--- src/rtl/alu_operand_stage_pkg.sv ---
// alu_operand_stage_pkg: shared opcodes, instruction layout and widths
package alu_operand_stage_pkg;
  localparam int DW = 16;
  localparam int RW = 4;
  localparam int OP_LSB = 12;
  localparam int RD_LSB = 8;
  localparam int RA_LSB = 4;
  localparam int RB_LSB = 0;
  localparam logic [3:0] LEFT = 4'h0, IADD = 4'h1, ISUB = 4'h2, IMUL = 4'h3;
  localparam logic [3:0] TVGA = 4'h4, FADD = 4'h5, FSUB = 4'h6, FMUL = 4'h7;
  localparam logic [3:0] BVGA = 4'h8, BAND = 4'h9, BIOR = 4'hA, BXOR = 4'hB;
  localparam logic [3:0] ISHL = 4'hC, ITOF = 4'hD, UTOF = 4'hE, FTOI = 4'hF;
  typedef enum logic {RUN, HALT} state_t;
endpackage

--- src/rtl/alu_operand_stage_if.sv ---
// alu_operand_stage_if: issue, ALU and writeback signals of the operand stage
interface alu_operand_stage_if;
  import alu_operand_stage_pkg::*;
  logic in_valid, in_ready, in_imm_en;
  logic [DW-1:0] in_instr, in_imm;
  logic [3:0] alu_op;
  logic [DW-1:0] alu_a, alu_b, alu_c;
  logic alu_ofl, alu_err;
  logic wb_valid;
  logic [RW-1:0] wb_addr;
  logic [DW-1:0] wb_data;
  modport master (
    output in_valid, in_instr, in_imm_en, in_imm, alu_c, alu_ofl, alu_err,
    input in_ready, alu_op, alu_a, alu_b, wb_valid, wb_addr, wb_data
  );
  modport slave (
    input in_valid, in_instr, in_imm_en, in_imm, alu_c, alu_ofl, alu_err,
    output in_ready, alu_op, alu_a, alu_b, wb_valid, wb_addr, wb_data
  );
endinterface

--- src/rtl/alu_regfile.sv ---
// alu_regfile: register file, two operand read ports, debug read port, r0 hardwired zero
module alu_regfile
  import alu_operand_stage_pkg::*;
#(
  parameter int NREGS = 16,
  localparam int AW = $clog2(NREGS)
) (
  input  logic clk,
  input  logic rst_n,
  input  logic we,
  input  logic [AW-1:0] waddr,
  input  logic [DW-1:0] wdata,
  input  logic [AW-1:0] ra_addr,
  input  logic [AW-1:0] rb_addr,
  input  logic [AW-1:0] dbg_addr,
  output logic [DW-1:0] ra_data,
  output logic [DW-1:0] rb_data,
  output logic [DW-1:0] dbg_data
);
  logic [DW-1:0] mem [NREGS];
  // clear everything on reset; writes to r0 are dropped
  always_ff @(posedge clk or negedge rst_n)
    if (!rst_n) for (int i = 0; i < NREGS; i++) mem[i] <= '0;
    else if (we && waddr != '0) mem[waddr] <= wdata;
  assign ra_data = ra_addr == '0 ? '0 : mem[ra_addr];
  assign rb_data = rb_addr == '0 ? '0 : mem[rb_addr];
  assign dbg_data = dbg_addr == '0 ? '0 : mem[dbg_addr];
endmodule

--- src/rtl/alu_operand_stage.sv ---
// alu_operand_stage: issue/writeback stage around the ALU with bypass, sticky flags and halt-on-error
module alu_operand_stage
  import alu_operand_stage_pkg::*;
#(
  parameter int NREGS = 16,
  parameter bit HALT_ON_ERR = 1'b1
) (
  input  logic clk,
  input  logic rst_n,
  alu_operand_stage_if.slave bus,
  input  logic err_clr,
  input  logic [RW-1:0] dbg_addr,
  output logic [DW-1:0] dbg_data,
  output logic ofl_sticky,
  output logic err_sticky
);
  state_t state;
  logic x_valid;
  logic [RW-1:0] x_rd, rd, ra, rb;
  logic [DW-1:0] rf_a, rf_b, op_a, op_b;
  logic accept;
  assign rd = bus.in_instr[RD_LSB +: RW];
  assign ra = bus.in_instr[RA_LSB +: RW];
  assign rb = bus.in_instr[RB_LSB +: RW];
  assign bus.in_ready = state == RUN;
  assign accept = bus.in_valid && bus.in_ready;
  assign op_a = bus.in_imm_en ? bus.in_imm : (x_valid && x_rd == ra && ra != '0) ? bus.alu_c : rf_a;
  assign op_b = (x_valid && x_rd == rb && rb != '0) ? bus.alu_c : rf_b;
  assign bus.wb_valid = x_valid;
  assign bus.wb_addr = x_rd;
  assign bus.wb_data = bus.alu_c;
  alu_regfile #(.NREGS(NREGS)) u_rf (
    .clk(clk),
    .rst_n(rst_n),
    .we(x_valid),
    .waddr(x_rd),
    .wdata(bus.alu_c),
    .ra_addr(ra),
    .rb_addr(rb),
    .dbg_addr(dbg_addr),
    .ra_data(rf_a),
    .rb_data(rf_b),
    .dbg_data(dbg_data)
  );
  // issue into X, sticky flags and RUN/HALT control; a new event beats err_clr
  always_ff @(posedge clk or negedge rst_n)
    if (!rst_n) begin
      x_valid <= 1'b0;
      x_rd <= '0;
      bus.alu_op <= 4'h0;
      bus.alu_a <= '0;
      bus.alu_b <= '0;
      ofl_sticky <= 1'b0;
      err_sticky <= 1'b0;
      state <= RUN;
    end else begin
      x_valid <= accept;
      if (accept) begin
        x_rd <= rd;
        bus.alu_op <= bus.in_instr[OP_LSB +: 4];
        bus.alu_a <= op_a;
        bus.alu_b <= op_b;
      end
      ofl_sticky <= (ofl_sticky && !err_clr) || (x_valid && bus.alu_ofl);
      err_sticky <= (err_sticky && !err_clr) || (x_valid && bus.alu_err);
      state <= (x_valid && bus.alu_err && HALT_ON_ERR) ? HALT : err_clr ? RUN : state;
    end
endmodule

--- src/flat_wrapper.sv ---
// flat-port wrapper written by rule: the top's interface ports become plain ports
module alu_operand_stage_flat import alu_operand_stage_pkg::*;
#(
  parameter int NREGS = 16,
  parameter bit HALT_ON_ERR = 1'b1
)
  (clk, rst_n, err_clr, dbg_addr, dbg_data, ofl_sticky, err_sticky, bus_in_valid, bus_in_instr, bus_in_imm_en, bus_in_imm, bus_alu_c, bus_alu_ofl, bus_alu_err, bus_in_ready, bus_alu_op, bus_alu_a, bus_alu_b, bus_wb_valid, bus_wb_addr, bus_wb_data);
  alu_operand_stage_if bus_i ();
  input  logic clk;
  input  logic rst_n;
  input  logic err_clr;
  input  logic [RW-1:0] dbg_addr;
  output logic [DW-1:0] dbg_data;
  output logic ofl_sticky;
  output logic err_sticky;
  input wire logic [$bits(bus_i.in_valid)-1:0] bus_in_valid;
  input wire logic [$bits(bus_i.in_instr)-1:0] bus_in_instr;
  input wire logic [$bits(bus_i.in_imm_en)-1:0] bus_in_imm_en;
  input wire logic [$bits(bus_i.in_imm)-1:0] bus_in_imm;
  input wire logic [$bits(bus_i.alu_c)-1:0] bus_alu_c;
  input wire logic [$bits(bus_i.alu_ofl)-1:0] bus_alu_ofl;
  input wire logic [$bits(bus_i.alu_err)-1:0] bus_alu_err;
  output wire logic [$bits(bus_i.in_ready)-1:0] bus_in_ready;
  output wire logic [$bits(bus_i.alu_op)-1:0] bus_alu_op;
  output wire logic [$bits(bus_i.alu_a)-1:0] bus_alu_a;
  output wire logic [$bits(bus_i.alu_b)-1:0] bus_alu_b;
  output wire logic [$bits(bus_i.wb_valid)-1:0] bus_wb_valid;
  output wire logic [$bits(bus_i.wb_addr)-1:0] bus_wb_addr;
  output wire logic [$bits(bus_i.wb_data)-1:0] bus_wb_data;
  assign bus_i.in_valid = bus_in_valid;
  assign bus_i.in_instr = bus_in_instr;
  assign bus_i.in_imm_en = bus_in_imm_en;
  assign bus_i.in_imm = bus_in_imm;
  assign bus_i.alu_c = bus_alu_c;
  assign bus_i.alu_ofl = bus_alu_ofl;
  assign bus_i.alu_err = bus_alu_err;
  assign bus_in_ready = bus_i.in_ready;
  assign bus_alu_op = bus_i.alu_op;
  assign bus_alu_a = bus_i.alu_a;
  assign bus_alu_b = bus_i.alu_b;
  assign bus_wb_valid = bus_i.wb_valid;
  assign bus_wb_addr = bus_i.wb_addr;
  assign bus_wb_data = bus_i.wb_data;
  alu_operand_stage #(.NREGS(NREGS), .HALT_ON_ERR(HALT_ON_ERR)) u_core (.clk(clk), .rst_n(rst_n), .bus(bus_i), .err_clr(err_clr), .dbg_addr(dbg_addr), .dbg_data(dbg_data), .ofl_sticky(ofl_sticky), .err_sticky(err_sticky));
endmodule
--- config.mk ---
export PLATFORM = sky130hd
export DESIGN_NAME = alu_operand_stage_flat
export DESIGN_NICKNAME = d
export VERILOG_FILES = /design/src/rtl/alu_operand_stage_pkg.sv /design/src/rtl/alu_operand_stage_if.sv /design/src/rtl/alu_regfile.sv /design/src/rtl/alu_operand_stage.sv /design/src/flat_wrapper.sv
export SDC_FILE = /design/constraint.sdc
export NUM_CORES = 1
export LEC_CHECK = 0
export CORE_AREA = 4 4 198 161
export DETAILED_ROUTE_END_ITERATION = 10
export DIE_AREA = 0 0 202 165
export DONT_BUFFER_PORTS = 1
export GPL_TIMING_DRIVEN = 0
export PLACE_DENSITY = 0.75
export SLEW_MARGIN = 20
export SYNTH_ARGS = -nofsm -noshare
export SYNTH_HDL_FRONTEND = slang
export SYNTH_SLANG_ARGS = --single-unit
export TNS_END_PERCENT = 50
--- constraint.sdc ---
create_clock -name clk -period 2.5 [get_ports clk]
set_input_delay 0.125 -clock clk [delete_from_list [all_inputs] [get_ports clk]]
set_output_delay 0.125 -clock clk [all_outputs]
set_load 0.02 [all_outputs]
======== Word-level counts from Yosys, hierarchy flattened ========
Cells that the tools add are included.
word-level totals
  register bits ........................... 300
  bits in latches ......................... 0
  bits in writable memories ............... 0
  memory bits (read-only) ................. 0
  input bits .............................. 59
  logic and storage cells ................. 77
  memories ................................ 0
cells by class
  add/sub/neg operators ................... 0
  $mul .................................... 0
  div/mod/pow operators ................... 0
  magnitude comparators ................... 5
  equal/unequal tests ..................... 2
  shift operators ......................... 0
  muxes and demuxes ....................... 20
  bitwise gates (word level) .............. 5
  reduce and logical (&&, ||, !) cells .... 21
operators with widths
  operator                                                    number
  bitwise mux 256 bit                                         1
  two-way mux 16 bit                                          13
  binary-select mux 16 bit (select 4 bit)                     3
  demux 16 bit (select 4 bit)                                 1
  greater-or-equal comparator 5 bit, second input constant    4
  inverter 4 -> 5 bit                                         4
  zero test 4 bit                                             3
  nonzero test 4 bit                                          3
  logical AND 1 bit                                           11
  == test 4 bit                                               2
  less-than comparator 5 x 1 -> 1 bit, second input constant  1
  logical OR 1 bit                                            2
  two-way mux 1 bit                                           2
  nonzero test 2 bit                                          1
  zero test 1 bit                                             1
  inverter 1 bit                                              1

======== Depth between registers and ports, before layout ========
  depth after elaboration ................. 7
  mapped depth ............................ 8
  depth with buffers taken out ............ 6

======== Modules after synthesis ========
Synthesis repeated with hierarchy kept, for this count alone.
unflattened totals
  cells, all modules ...................... 1401
  area total of the unflattened synthesis .. 17465.5 sq um
modules (own cells, without submodules)
  module             instances  cells each  area each (sq um)
  alu_regfile        1          1106        14843.0
  alu_operand_stage  1          295         2622.5

======== Worst setup path after synthesis ========
No wires, ideal clock.
  kind .................................... register to register
  start point ............................. register u_core.x_rd[0] (netlist: u_core.bus.wb_addr[0])
  end point ............................... register u_core.u_rf.mem[149] (netlist bit)
  library setup time ...................... 0.125 ns
  arrival time ............................ 1.789 ns
  slack ................................... 0.586 ns
  stages on the path, launching flop included .. 7
  buffers on the path ..................... 3
  path through ............................ dfrtp_1 buf_2 nor3b_1 and3_1 buf_2 buf_2 mux2_2
between the ends
  cells in the longest elaborated chain, start to end .. 6
  elaborated cells on any way between the ends .. 9
ends and longest elaborated chain
  what                                                                                                                   RTL line                 RTL
  start: declaration                                                                                                     alu_operand_stage.sv:19  logic [RW-1:0] x_rd, rd, ra, rb;
  start signal: assignment                                                                                               alu_operand_stage.sv:59  x_rd <= rd;
  inverter 4 -> 5 bit (implied by the code)                                                                              alu_regfile.sv:24        else if (we && waddr != '0) mem[waddr] <= wdata;
  greater-or-equal comparator 5 bit (implied by the code) / less-than comparator 5 x 1 -> 1 bit (equally long branches)  alu_regfile.sv:24
  logical AND 1 bit (implied by the code)                                                                                alu_regfile.sv:24
  two-way mux 16 bit (implied by the code)                                                                               alu_regfile.sv:24
  demux 16 bit (select 4 bit)                                                                                            alu_regfile.sv:24
  bitwise mux 256 bit                                                                                                    alu_regfile.sv:24
  end signal: indexed assignment                                                                                         alu_regfile.sv:24
  end: declaration                                                                                                       alu_regfile.sv:20        logic [DW-1:0] mem [NREGS];
Several ways; a longest one is shown, not always the timed one.
A chain may end at the register's enable or synchronous reset.

======== Worst setup path in the final report ========
  start point ............................. register u_core.x_rd[3] (netlist: u_core.bus.wb_addr[3])
  end point ............................... register u_core.u_rf.mem[172] (netlist bit)
The elaborated chain is that of the path after synthesis.

==> flow_summary.toml <==
[logic_synthesis]
synth_seq_area_share = 0.422
netlist_top_cells_area = "sky130_fd_sc_hd__dfrtp_1 42%, sky130_fd_sc_hd__mux4_2 22%, sky130_fd_sc_hd__mux2_2 15%"
synthFlopType = "sky130_fd_sc_hd__dfrtp_1"
yosys_warnings = 0
synth_edf_count = 0
synth.cell_area_um2 = 17800
synth_top_area_share = 0.422
post-synth-top-area-cell = "sky130_fd_sc_hd__dfrtp_1"
synth_commonest_cells = "300 x sky130_fd_sc_hd__dfrtp_1, 235 x sky130_fd_sc_hd__mux2_2, 177 x sky130_fd_sc_hd__mux4_2, 76 x sky130_fd_sc_hd__nand2_1, 67 x sky130_fd_sc_hd__clkbuf_1"
syn-instance-count = 1292
synth-seq-cells = 300
asyncSetResetFlopFracSynth = 1.00
syn_avg_cell_area_um2 = 13.8
post-synth-top-count-cell = "sky130_fd_sc_hd__dfrtp_1"
synthesis.nets = 1351
netlist-cell-type-count = 42

[placement]
detailedPlacementHpwl_mm = 38.1
port_buffers = 0
dp_cells = 1705
routabilityCongestion = 0.961

[status]
failed_checks = "hold timing, setup timing"
run_status = "complete, but fails checks"

[setup_path]
critPathMaxFanout = 10
cp_data_arrival_time_ns = 3.08
worst_setup_path_end_kind = "register"
regToRegStartpoint = "u_core.bus.wb_addr[3]"
cell_breakdown_of_the_critical_path = "buf_2 > nand3b_1 > nor2_1 > buf_2 > mux2_2"
worst-endpoint-required_ns = 2.96
cp_common_cell = "sky130_fd_sc_hd__buf_2"
crit_slowest_cell = "sky130_fd_sc_hd__nor2_1"
cp-start-kind = "register"
reg2reg_to = "u_core.u_rf.mem[172]"
setup.worst_path.class = "reg -> reg"
rr_worst_depth = 5
worst_reg_to_reg_setup_slack_ns = -0.12
cpPeakStageDelay_ns = 0.77

[power_and_ir_drop]
total_leakage_power_nw = 8.28
max-vdd-ir-drop_mv = 0.610
power_per_cell_area_nw_per_um2 = 1040

[route]
drt_pre_antenna_iters = 6
total_routed_length_mm = 57.0
drt-wirelength-per-cell_um = 31.6
via_per_inst = 7.14
drtAntennaViolNets = 0
total_number_of_vias = 12891
dr.first_iter.drc_count = 1668
drc = 0

[timing]
final_period_util = 1.05
achievable-frequency_mhz = 382
fin_skew_ns = 0.0152
whs_ns = -0.738
rsz0062_at_grt = "true"
worstMarginPinSlew_ns = 1.08
totalNegativeSetupSlack_ns = -2.79
final-setup-viol-count = 40
timing.final.ws_setup_ns = -0.120
worst_slew_margin_relative_to_its_limit = 0.279
final-max-slew-violation-count = 0
final-hold-violation-count = 300
post-route-min-period_ns = 2.62

[floorplan]
placementRows = 57
die-area_um2 = 33300
floorplan.core_area_um2 = 30000
die_w_um = 202
initial_utilization = 0.592
floorplan.die.height_um = 165
num_io_pins = 135

[clocking]
tritoncts_clock_tree = "built"
clk_transition_reported_paths_ns = 0.06
numCtsBuffers = 31
clock_insertion_delay_worst_skew_ns = 0.58
cts_root_buffer = "sky130_fd_sc_hd__clkbuf_16"
cts_max_level = 1
cts.sinks = 300
cts.path.max_buffers = 3

[global_route]
first_global_vias = 13065
gr-usage-all-layers = 0.341
antenna_found_initial = 1
grt-ovfl-total = 0
global_route_wire_length_before_repair_mm = 83.9
largest_net_degree_at_the_start_of_global_routing = 301

[layout]
finish.cell_count_without_fillers = 1806
final_layout_size_suffix_gt1_frac = 0.411
final_nets = 1429
area_growth_pct = 12.0

[run]
drv_cap = 0

[hold_path]
hold_path_class = "in -> async"
-- what timing repair did --
action / in CTS / in global routing
buffers inserted: 0 / 3
setup endpoints to repair: 78 / 90
gates resized for setup: 13 / 11
pin swaps: 0 / 1
hold buffers: 41 / 1
hold endpoints to repair: 423 / 302
-- cells by family (layout without fill, tap and decap cells) --
logic type / count (synthesis) / count (layout) / share of synthesized area
buffers and inverters: 161 / 261 / 0.0477
multiplexers: 478 / 478 / 0.411
XOR/XNOR: 6 / 6 / 0.00296
AND/OR/NAND/NOR: 193 / 193 / 0.0524
flip-flops: 300 / 300 / 0.422
other: 0 / 1 / 0
AO/OA/AOI/OAI: 154 / 154 / 0.0639
-- final cells by class --
cell class | count | area (um^2)
well taps | 413 | 517
diodes | 1 | 2.50
flip-flops and latches | 300 | 7510
repair buffers | 45 | 443
inverters | 5 | 18.8
clock inverters | 11 | 189
fillers | 2132 | 10100
multi-input cells | 831 | 9510
plain buffers | 156 | 832
clock buffers | 44 | 885
-- flip-flops by register name (all words and copies together), names as in the netlist --
name / cells
u_core.bus.alu_a: 16
u_core.bus.alu_b: 16
u_core.bus.alu_op: 4
u_core.bus.wb_addr: 4
u_core.bus.wb_valid: 1
u_core.err_sticky: 1
u_core.ofl_sticky: 1
u_core.state: 1
u_core.u_rf.mem: 256
-- power breakdown --
group / switching, mW / internal (mW) / leakage [nW] / total (mW)
logic: 2.60 / 4.07 / 4.00 / 6.67
clock network: 2.00 / 2.96 / 0.520 / 4.96
registers: 2.30 / 6.82 / 3.76 / 9.12
-- placed cells by master, fill, tap and decap left out, types with 5 or more instances in the layout --
cell / netlist / layout
sky130_fd_sc_hd__a211oi_1: 33 / 21
sky130_fd_sc_hd__buf_4: 27 / 30
sky130_fd_sc_hd__nand2b_1: 19 / 19
sky130_fd_sc_hd__nor2_1: 45 / 40
sky130_fd_sc_hd__o21ai_1: 16 / 16
sky130_fd_sc_hd__xnor2_1: 6 / 6
sky130_fd_sc_hd__dlygate4sd3_1: 0 / 42
sky130_fd_sc_hd__o21ai_0: 19 / 19
sky130_fd_sc_hd__mux2i_1: 61 / 61
sky130_fd_sc_hd__buf_1: 8 / 8
sky130_fd_sc_hd__a22oi_1: 16 / 16
sky130_fd_sc_hd__nand2_1: 76 / 75
sky130_fd_sc_hd__clkbuf_16: 0 / 31
sky130_fd_sc_hd__mux2_1: 5 / 5
sky130_fd_sc_hd__clkbuf_8: 0 / 6
sky130_fd_sc_hd__a21oi_1: 17 / 17
sky130_fd_sc_hd__nor2_2: 0 / 5
sky130_fd_sc_hd__mux4_2: 177 / 177
sky130_fd_sc_hd__buf_2: 45 / 45
sky130_fd_sc_hd__a221o_1: 16 / 16
sky130_fd_sc_hd__a211oi_2: 0 / 12
sky130_fd_sc_hd__bufinv_16: 0 / 5
sky130_fd_sc_hd__nand4_1: 17 / 17
sky130_fd_sc_hd__mux2_2: 235 / 235
sky130_fd_sc_hd__clkbuf_1: 67 / 71
sky130_fd_sc_hd__nor2b_1: 18 / 18
sky130_fd_sc_hd__a22o_1: 32 / 32
sky130_fd_sc_hd__buf_6: 7 / 7
sky130_fd_sc_hd__dfrtp_1: 300 / 300
-- worst max-delay path by stage --
stage / start / to / slack, ns / cells past startpoint
CTS: u_core.bus.wb_addr[2] / u_core.u_rf.mem[197] / -0.04 / 5
global route: u_core.bus.wb_addr[2] / u_core.u_rf.mem[45] / -0.12 / 5
finish: u_core.bus.wb_addr[3] / u_core.u_rf.mem[172] / -0.12 / 5
floorplan: u_core.bus.wb_addr[0] / u_core.u_rf.mem[149] / 0.59 / 6
detailed placement: u_core.state / u_core.bus.alu_b[9] / -0.16 / 6
global placement: u_core.state / u_core.bus.alu_b[11] / -0.29 / 6
-- worst max-delay path, delay by kind of cell (launching register included) --
family / cells / cell delay [ns]
DFF: 1 / 0.45
muxes: 1 / 0.38
and+or+nand+nor: 2 / 1.00
buffers and inverters: 2 / 0.68
-- metrics by stage --
stage	setup slack (ns)	util	total power, mW	cell area (um^2)	hold WS (ns)
after floorplan	0.586	-	13.5	17800	-0.171
after global placement	-0.290	0.609	15.0	18300	-0.151
after detailed placement	-0.165	0.609	15.4	18300	-0.152
after CTS	-0.0360	0.660	20.5	19800	-0.754
after global routing	-0.116	0.663	21.6	19900	-0.767
final	-0.120	0.663	20.8	19900	-0.738
-- routing by layer --
layer	global-route usage	vias to the layer above	part of all wire	wire, um
li1	-	5130	-	-
met1	0.465	6678	0.38	21600
met2	0.513	919	0.44	25400
met3	0.133	162	0.14	8120
met4	0.105	2	0.033	1880
met5	0	-	0.00023	13
Note: power is estimated with default switching activity, not from simulation.
